===== src/rtl/mips_pkg.sv =====
// Shared MIPS register-file constants: well-known register indices and defaults.
// Latency: n/a (constants only).
// Backpressure: n/a.
package mips_pkg;

  localparam int          REG_ZERO         = 0;
  localparam int          REG_SP           = 29;
  localparam int          REG_RA           = 31;
  localparam int          DEF_DATA_WIDTH   = 32;
  localparam int          DEF_ADDR_WIDTH   = 5;
  localparam logic [31:0] DEF_SP_RESET     = 32'h7FFF_EFFC;

endpackage


===== src/rtl/reg_scoreboard.sv =====
// Per-register pending bits for multi-cycle producers, plus a population count.
// Latency: bits and count update on the clk edge after PendSet / RegWrite.
// Backpressure: none; every set/clear request is accepted each cycle.
// Ports: clk, reset (async, high); PendSet/PendRegister set a bit;
//        RegWrite/WriteRegister clear a bit; pendBits, PendCount are registered.
module reg_scoreboard
  import mips_pkg::*;
#(
  parameter int ADDR_WIDTH = DEF_ADDR_WIDTH
) (
  input  logic                         clk,
  input  logic                         reset,
  input  logic                         PendSet,
  input  logic [ADDR_WIDTH-1:0]        PendRegister,
  input  logic                         RegWrite,
  input  logic [ADDR_WIDTH-1:0]        WriteRegister,
  output logic [(2**ADDR_WIDTH)-1:0]   pendBits,
  output logic [ADDR_WIDTH:0]          PendCount
);

  localparam logic [ADDR_WIDTH:0] ONE = {{ADDR_WIDTH{1'b0}}, 1'b1};

  logic setVld;
  logic clrVld;
  logic sameIdx;
  logic inc;
  logic dec;

  // Register 0 is never tracked.
  assign setVld  = PendSet && (PendRegister != '0);
  assign clrVld  = RegWrite && (WriteRegister != '0);
  assign sameIdx = (PendRegister == WriteRegister);

  // The count follows the real population: a set only adds if the bit was
  // clear, a clear only subtracts if the bit was set and no set overrides it.
  assign inc = setVld && !pendBits[PendRegister];
  assign dec = clrVld && pendBits[WriteRegister] && !(setVld && sameIdx);

  always_ff @(posedge clk or posedge reset) begin
    if (reset) begin
      pendBits  <= '0;
      PendCount <= '0;
    end else begin
      if (clrVld) pendBits[WriteRegister] <= 1'b0;
      // Issued after the clear so a newer producer on the same index wins.
      if (setVld) pendBits[PendRegister] <= 1'b1;
      case ({inc, dec})
        2'b10:   PendCount <= PendCount + ONE;
        2'b01:   PendCount <= PendCount - ONE;
        default: PendCount <= PendCount;
      endcase
    end
  end

endmodule


===== src/rtl/register_file_scoreboard.sv =====
// Decode-stage MIPS register file with write-to-read bypass and pending scoreboard.
// Latency: reads combinational; writes visible same cycle (BYPASS=1) or next cycle.
// Backpressure: none; consumers stall on Pending1/Pending2 via the hazard unit.
// Ports: clk, reset (async, high); RegWrite/WriteRegister/WriteData write port;
//        ReadRegisterN -> ReadDataN, PendingN; PendSet/PendRegister; PendCount.
module register_file_scoreboard
  import mips_pkg::*;
#(
  parameter int          DATA_WIDTH = DEF_DATA_WIDTH,
  parameter int          ADDR_WIDTH = DEF_ADDR_WIDTH,
  parameter int          SP_INDEX   = REG_SP,
  parameter logic [31:0] SP_RESET   = DEF_SP_RESET,
  parameter bit          BYPASS     = 1'b1
) (
  input  logic                  clk,
  input  logic                  reset,
  input  logic                  RegWrite,
  input  logic [ADDR_WIDTH-1:0] WriteRegister,
  input  logic [DATA_WIDTH-1:0] WriteData,
  input  logic [ADDR_WIDTH-1:0] ReadRegister1,
  input  logic [ADDR_WIDTH-1:0] ReadRegister2,
  output logic [DATA_WIDTH-1:0] ReadData1,
  output logic [DATA_WIDTH-1:0] ReadData2,
  input  logic                  PendSet,
  input  logic [ADDR_WIDTH-1:0] PendRegister,
  output logic                  Pending1,
  output logic                  Pending2,
  output logic [ADDR_WIDTH:0]   PendCount
);

  localparam int NUM_REGS = 2**ADDR_WIDTH;

  logic [DATA_WIDTH-1:0] regs [NUM_REGS];
  logic [NUM_REGS-1:0]   pendBits;
  logic                  bypass1;
  logic                  bypass2;

  genvar i;
  generate
    for (i = 0; i < NUM_REGS; i++) begin : gReg
      if (i == REG_ZERO) begin : gZero
        assign regs[i] = '0;
      end else begin : gStore
        localparam logic [DATA_WIDTH-1:0] RESET_VAL =
          (i == SP_INDEX) ? DATA_WIDTH'(SP_RESET) : '0;
        logic [DATA_WIDTH-1:0] q;
        always_ff @(posedge clk or posedge reset) begin
          if (reset) begin
            q <= RESET_VAL;
          end else if (RegWrite && (WriteRegister == ADDR_WIDTH'(i))) begin
            q <= WriteData;
          end
        end
        assign regs[i] = q;
      end
    end
  endgenerate

  // Forwarding is suppressed during reset so reads show the reset image only.
  assign bypass1 = BYPASS && !reset && RegWrite &&
                   (WriteRegister == ReadRegister1) && (ReadRegister1 != '0);
  assign bypass2 = BYPASS && !reset && RegWrite &&
                   (WriteRegister == ReadRegister2) && (ReadRegister2 != '0);

  assign ReadData1 = bypass1 ? WriteData : regs[ReadRegister1];
  assign ReadData2 = bypass2 ? WriteData : regs[ReadRegister2];

  // A forwarded value is the long-awaited result, so it is no longer pending.
  assign Pending1 = pendBits[ReadRegister1] && !bypass1;
  assign Pending2 = pendBits[ReadRegister2] && !bypass2;

  reg_scoreboard #(
    .ADDR_WIDTH (ADDR_WIDTH)
  ) uScoreboard (
    .clk           (clk),
    .reset         (reset),
    .PendSet       (PendSet),
    .PendRegister  (PendRegister),
    .RegWrite      (RegWrite),
    .WriteRegister (WriteRegister),
    .pendBits      (pendBits),
    .PendCount     (PendCount)
  );

endmodule


===== config.mk =====
export PLATFORM = sky130hd
export DESIGN_NAME = register_file_scoreboard
export DESIGN_NICKNAME = d
export VERILOG_FILES = /design/src/rtl/mips_pkg.sv /design/src/rtl/reg_scoreboard.sv /design/src/rtl/register_file_scoreboard.sv
export SDC_FILE = /design/constraint.sdc
export NUM_CORES = 2
export LEC_CHECK = 0
export ABC_CLOCK_PERIOD_IN_PS = 53900
export BUFFER_PORTS_ARGS = -buffer_cell sky130_fd_sc_hd__buf_2
export CORE_MARGIN = 5
export CORE_UTILIZATION = 45
export CTS_CLUSTER_SIZE = 8
export DETAILED_ROUTE_END_ITERATION = 6
export SLEW_MARGIN = 20
export SYNTH_ARGS = -nofsm -noshare
export SYNTH_HDL_FRONTEND = slang
export SYNTH_SLANG_ARGS = --single-unit

===== constraint.sdc =====
create_clock -name clk -period 53.9 [get_ports clk]
set_input_delay 5.39 -clock clk [delete_from_list [all_inputs] [get_ports clk]]
set_output_delay 5.39 -clock clk [all_outputs]
set_load 0.01 [all_outputs]

# After elaboration in Yosys (flattened, before gate mapping)
# Cells that the tools add are included.
# op_classes
n_lt_le_gt_ge	8
eq_ne	36
reduce_logical	56
n_addsub	2
muxes	23
n_bitwise	5
# ops
operator	count
$bmux W32 S5	2
$mux W32	8
$eq A5 B5 Y1 const B	16
$logic_and A1 B1 Y1	46
$eq A5 B4 Y1 const B	8
$and A32 B32 Y32	1
$not A32 Y32	1
$or A32 B32 Y32	1
$lt A5 B6 Y1 const B	4
$bmux W1 S5	4
$eq A5 B3 Y1 const B	4
$reduce_bool A5 Y1	4
$eq A5 B5 Y1	3
$ge A6 B6 Y1 const B	2
$not A5 Y6	2
$pmux W6 S2	1
$demux W1 S5	2
$eq A5 B2 Y1 const B	2
$ge A5 B1 Y1 const B	2
$add A6 B1 Y6 const B	1
$mux W1	6
$sub A6 B1 Y6 const B	1
$eq A5 B1 Y1 const B	1
$logic_not A1 Y1	5
3 further kinds	3
# word_totals
elab_cells	163
in_bits	56
out_inout_bits	72
regBits	1030

# Logic depth before layout (Yosys ltp)
# depth
ltp_word	9
mapped_depth	15
depth_no_buf	13

# Modules after synthesis
# A second synthesis with hierarchy kept.
# hier_totals
cells_unflattened	4194
area_unflattened_um2	56499.2
# modules_own_cells
mod	area_each_um2	instances	cells_each
register_file_scoreboard	54038.1	1	3940
reg_scoreboard	2461.1	1	254

# Worst setup path before layout
# OpenSTA, ideal clock, no wires.
# synth_path
path_type	input to output
from	in ReadRegister2[0]
to	out ReadData2[10]
path_stages	9
required_ns	48.510
setup_slack_ns	41.561
t_arrival_ns	6.949
cell_sequence	buf_4 > buf_6 > buf_6 > buf_2 > mux2_2 > a221oi_1 > o21ai_0 > nand3b_1 > a31oi_1
# synth_between
elab_chain_len	5
word_cells_on_any_way	9
# synth_rtl
item	line	text
start, declared	register_file_scoreboard.sv:21	input logic [ADDR_WIDTH-1:0] ReadRegister2,
$not A5 Y6 (not written as such)	register_file_scoreboard.sv:66	assign ReadData2 = bypass2 ? WriteData : regs[ReadRegister2];
$bmux W32 S5	register_file_scoreboard.sv:66	
$mux W32 (not written as such) (2 in series)	register_file_scoreboard.sv:66	
$mux W32 *	register_file_scoreboard.sv:66	
end, declared	register_file_scoreboard.sv:23	output logic [DATA_WIDTH-1:0] ReadData2,
# Every way passes the cells marked *; elsewhere a longest branch is shown, timed or not. The select of a mux whose other input is x is not followed.

# Worst setup path after layout
# layout_path
from	in ReadRegister1[0]
to	out ReadData1[31]
# layout_between
elab_chain_len	5
word_cells_on_any_way	9
# layout_rtl
item	line	text
start, declared	register_file_scoreboard.sv:20	input logic [ADDR_WIDTH-1:0] ReadRegister1,
$not A5 Y6 (not written as such)	register_file_scoreboard.sv:65	assign ReadData1 = bypass1 ? WriteData : regs[ReadRegister1];
$bmux W32 S5	register_file_scoreboard.sv:65	
$mux W32 (not written as such) (2 in series)	register_file_scoreboard.sv:65	
$mux W32 *	register_file_scoreboard.sv:65	
end, declared	register_file_scoreboard.sv:22	output logic [DATA_WIDTH-1:0] ReadData1,
# Marked as above.

==> impl_results.md <==
- Hold WC Path Type: reg2reg
- Pleak: 26.9 nW
- Period minus WS final: 15.39 ns
- Worst-case vdd ir drop: 23.2 µV
- Postcts setup bufs: 0
- Core area: 127,000 µm²
- Post_cts resized: 0
- Setup ws final: 38.51 ns
- Layer with the highest usage: met2
- Worst-path clk slew: 0.05 ns
- Worst slew pin tran: 1.05 ns
- Clock power share: 36.1%
- FF-to-FF setup slack: 50.47 ns
- Cells after Synth: 4,125
- Worst-skew pair later-pin latency: 0.76 ns
- Synth Register Bits: 1,030
- CP Launch Type: input port
- Fillers: 10,900
- Slew Viols, Final: 0
- CP bufs+invs: 5
- Worst path cell trace: buf_8 -> buf_4 -> buf_4 -> or2_2 -> buf_4 -> o22ai_1 -> or4_1 -> a31oi_1 -> buf_2
- WP data required: 48.51 ns
- Yosys warns: 0
- CTS tree: yes
- Crit path kind: in2out
- Max-Cap Viols: 0
- CP most frequent cell: buf_4
- Worst path slowest cell: buf_4
- Worst-case clock buffer depth: 3
- Worst setup EP type: primary output
- Met2 Use GR: 42.6%
- IO buf count: 127
- Total Routed Length: 177,000 µm
- Antenna Nets Post-Route: 0
- Sequential element share of the synthesized area: 44.9%
- Via density: 6.48
- Remaining Overflow, GRT: 0
- Yosys cell types: 63
- Setup violators final: 0
- DRC viols: 0
- Met1 GRT Util: 36.0%
- # H-tree levels: 4
- P_int: 0.00173 W
- Worst R2R Start: uScoreboard.pendBits[19]
- Initial Util: 45.2%
- Sw frac: 27.6%
- Setup Skew: 0.00661 ns
- P&R area growth vs syn: 9.61%
- R2R cell count: 11
- Num ports: 128
- DR pass1 iterations: 5
- First-pass GRT wire length: 265,000 µm
- Ys flop type: dfrtp_1
- Row count: 131
- Top post-synthesis cells by area: dfrtp_1, mux2_2, mux4_2, mux2i_1, buf_2
- Hold Fails Final Rpt: 0
- Cell Pwr Density: 38.0 nW/µm²
- TNS Setup: 0 ns
- Status: completed
- Mean routed wirelength per cell: 30.6 µm
- Slew headroom: 29.9%
- Seq pwr share: 43.5%
- Crit path arrival time: 10.00 ns
- Nets: 4,104
- Gpl congestion: 0.790
- Worst path depth: 9
- Crit. Startpoint: ReadRegister1[0]
- DRT iter0 DRCs: 3,297
- Sink Count: 1,030
- Mapped cell area: 57,500 µm²
- GRT Util Overall: 26.1%
- CP endpoint: ReadData1[31]
- # hold bufs at CTS: 0
- Via count: 37,500
- Layout cells sized above 1: 49.0%
- Met3 usage in global routing: 4.16%
- Root Driver: clkbuf_16
- CP max FO: 59
- EDFF count, synth: 0
- Number of global-route vias before repair: 38,400
- Antenna violations before repair: 5
- DP Worst Slack: 38.47 ns
- Syn_nets: 4,187
- Fmax: 65.0 MHz
- Logic pwr share: 20.4%
- Post-DP HPWL: 99,000 µm
- CP peak stage delay: 0.82 ns
- RSZ-0062 raised after global routing: no
- Reg-to-reg endpoint: uScoreboard.PendCount[5]
- Largest area contributor in the netlist: dfrtp_1
- Num CTS Buffers: 147
- Largest net degree at the start of global routing: 101
- Top-area cell type share of the netlist area: 43.6%
- Die Wd: 367 µm
- Switch Pwr: 0.000660 W
- Syn avg cell area: 13.9 µm²
- Die area: 135,000 µm²
- Post-synth ARST share: 100%
- Fin crit share: 28.6%
- Total power: 0.00239 W
- Family with the most delay on the worst path: buffers and inverters
- Die height: 367 µm
## cells by family after synthesis
| group | count (synthesis) | share of synthesized area (%) |
|---|---|---|
| buffers and inverters | 474 | 4.28 |
| adders and majority gates | 6 | 0.144 |
| muxes | 1674 | 40.1 |
| DFF | 1030 | 44.9 |
| AOI/OAI and AO/OA | 467 | 6.25 |
| xor gates and xnor gates | 20 | 0.305 |
| and+or+nand+nor | 454 | 3.99 |
## per-stage QoR
step	instance area [µm²]	std cells	util, %	hold slack, ns
after CTS	63000	5786	49.5	0.451
after detailed placement	58800	5554	46.2	0.440
after global placement	58800	5554	46.2	0.450
final	63000	5788	49.5	0.458
after global routing	63000	5788	49.5	0.462
after floorplan	57500	4125	-	0.474
## state kept, by name, summed over array words and instances (netlist names)
signal / flops
gReg.gStore.q: 992
uScoreboard.PendCount: 6
uScoreboard.pendBits: 32
## layer usage
| layer | wire length, µm | share of wire [%] |
|---|---|---|
| met5 | 34 | 0.019 |
| met3 | 10200 | 5.8 |
| met1 | 76100 | 43 |
| met4 | 6040 | 3.4 |
| met2 | 84500 | 48 |
## cell type report
cell class | instances | area, µm² | area share (%)
Multi-Input combinational cell | 2621 | 29400 | 46.6
Sequential cell | 1030 | 25800 | 41.0
Clock buffer | 221 | 4060 | 6.45
Tap cell | 1662 | 2080 | 3.30
Timing Repair Buffer | 220 | 1440 | 2.28
Clock inverter | 11 | 130 | 0.207
Inverter | 22 | 90.1 | 0.143
Antenna cell | 1 | 2.50 | 0.00397
## worst min-delay path by stage
stage | from | end | slack [ns] | cells after the start
2_1_floorplan | uScoreboard.pendBits[0] | uScoreboard.pendBits[0] | 0.47 | 1
3_3_place_gp | uScoreboard.pendBits[0] | uScoreboard.pendBits[0] | 0.45 | 0
3_5_place_dp | uScoreboard.pendBits[0] | uScoreboard.pendBits[0] | 0.44 | 0
4_1_cts | uScoreboard.pendBits[0] | uScoreboard.pendBits[0] | 0.45 | 0
5_1_grt | uScoreboard.pendBits[0] | uScoreboard.pendBits[0] | 0.46 | 0
6_report | uScoreboard.pendBits[0] | uScoreboard.pendBits[0] | 0.46 | 0
## power groups by stage
stage               clock network (W)  registers, W  logic (W)
floorplan                           0       0.00102   0.000395
global placement                    0       0.00104   0.000481
detailed placement                  0       0.00105   0.000489
CTS                          0.000881       0.00104   0.000491
global route                 0.000911       0.00106   0.000528
finish                       0.000863       0.00104   0.000489
## cell usage after synthesis (30+ instances only)
master	count
a221oi_1	32
buf_4	45
o211ai_1	33
a21oi_1	35
nand2b_1	35
o221ai_1	31
o22ai_1	43
nor2b_1	43
clkbuf_1	179
mux2_2	1145
mux4_2	389
mux2i_1	133
buf_2	182
a31oi_1	63
nand3b_1	37
a211oi_1	33
a221o_1	30
nor2_1	148
a211o_1	32
a22oi_1	32
nand2_1	107
o21ai_0	54
dfrtp_1	1002
or3_1	31
## layout by cell type, fill, tap and decap left out, drive strengths merged, types with 35 or more instances in the layout
master and count:
a21oi 35, a31oi 63, buf 220, clkbuf 221, dfrtp 1002, mux2 1152, mux2i 133, mux4 389
nand2 110, nand2b 35, nand3b 37, nor2 148, nor2b 43, o21ai 54, o22ai 43
No activity file was read; power rests on OpenSTA's default activity.
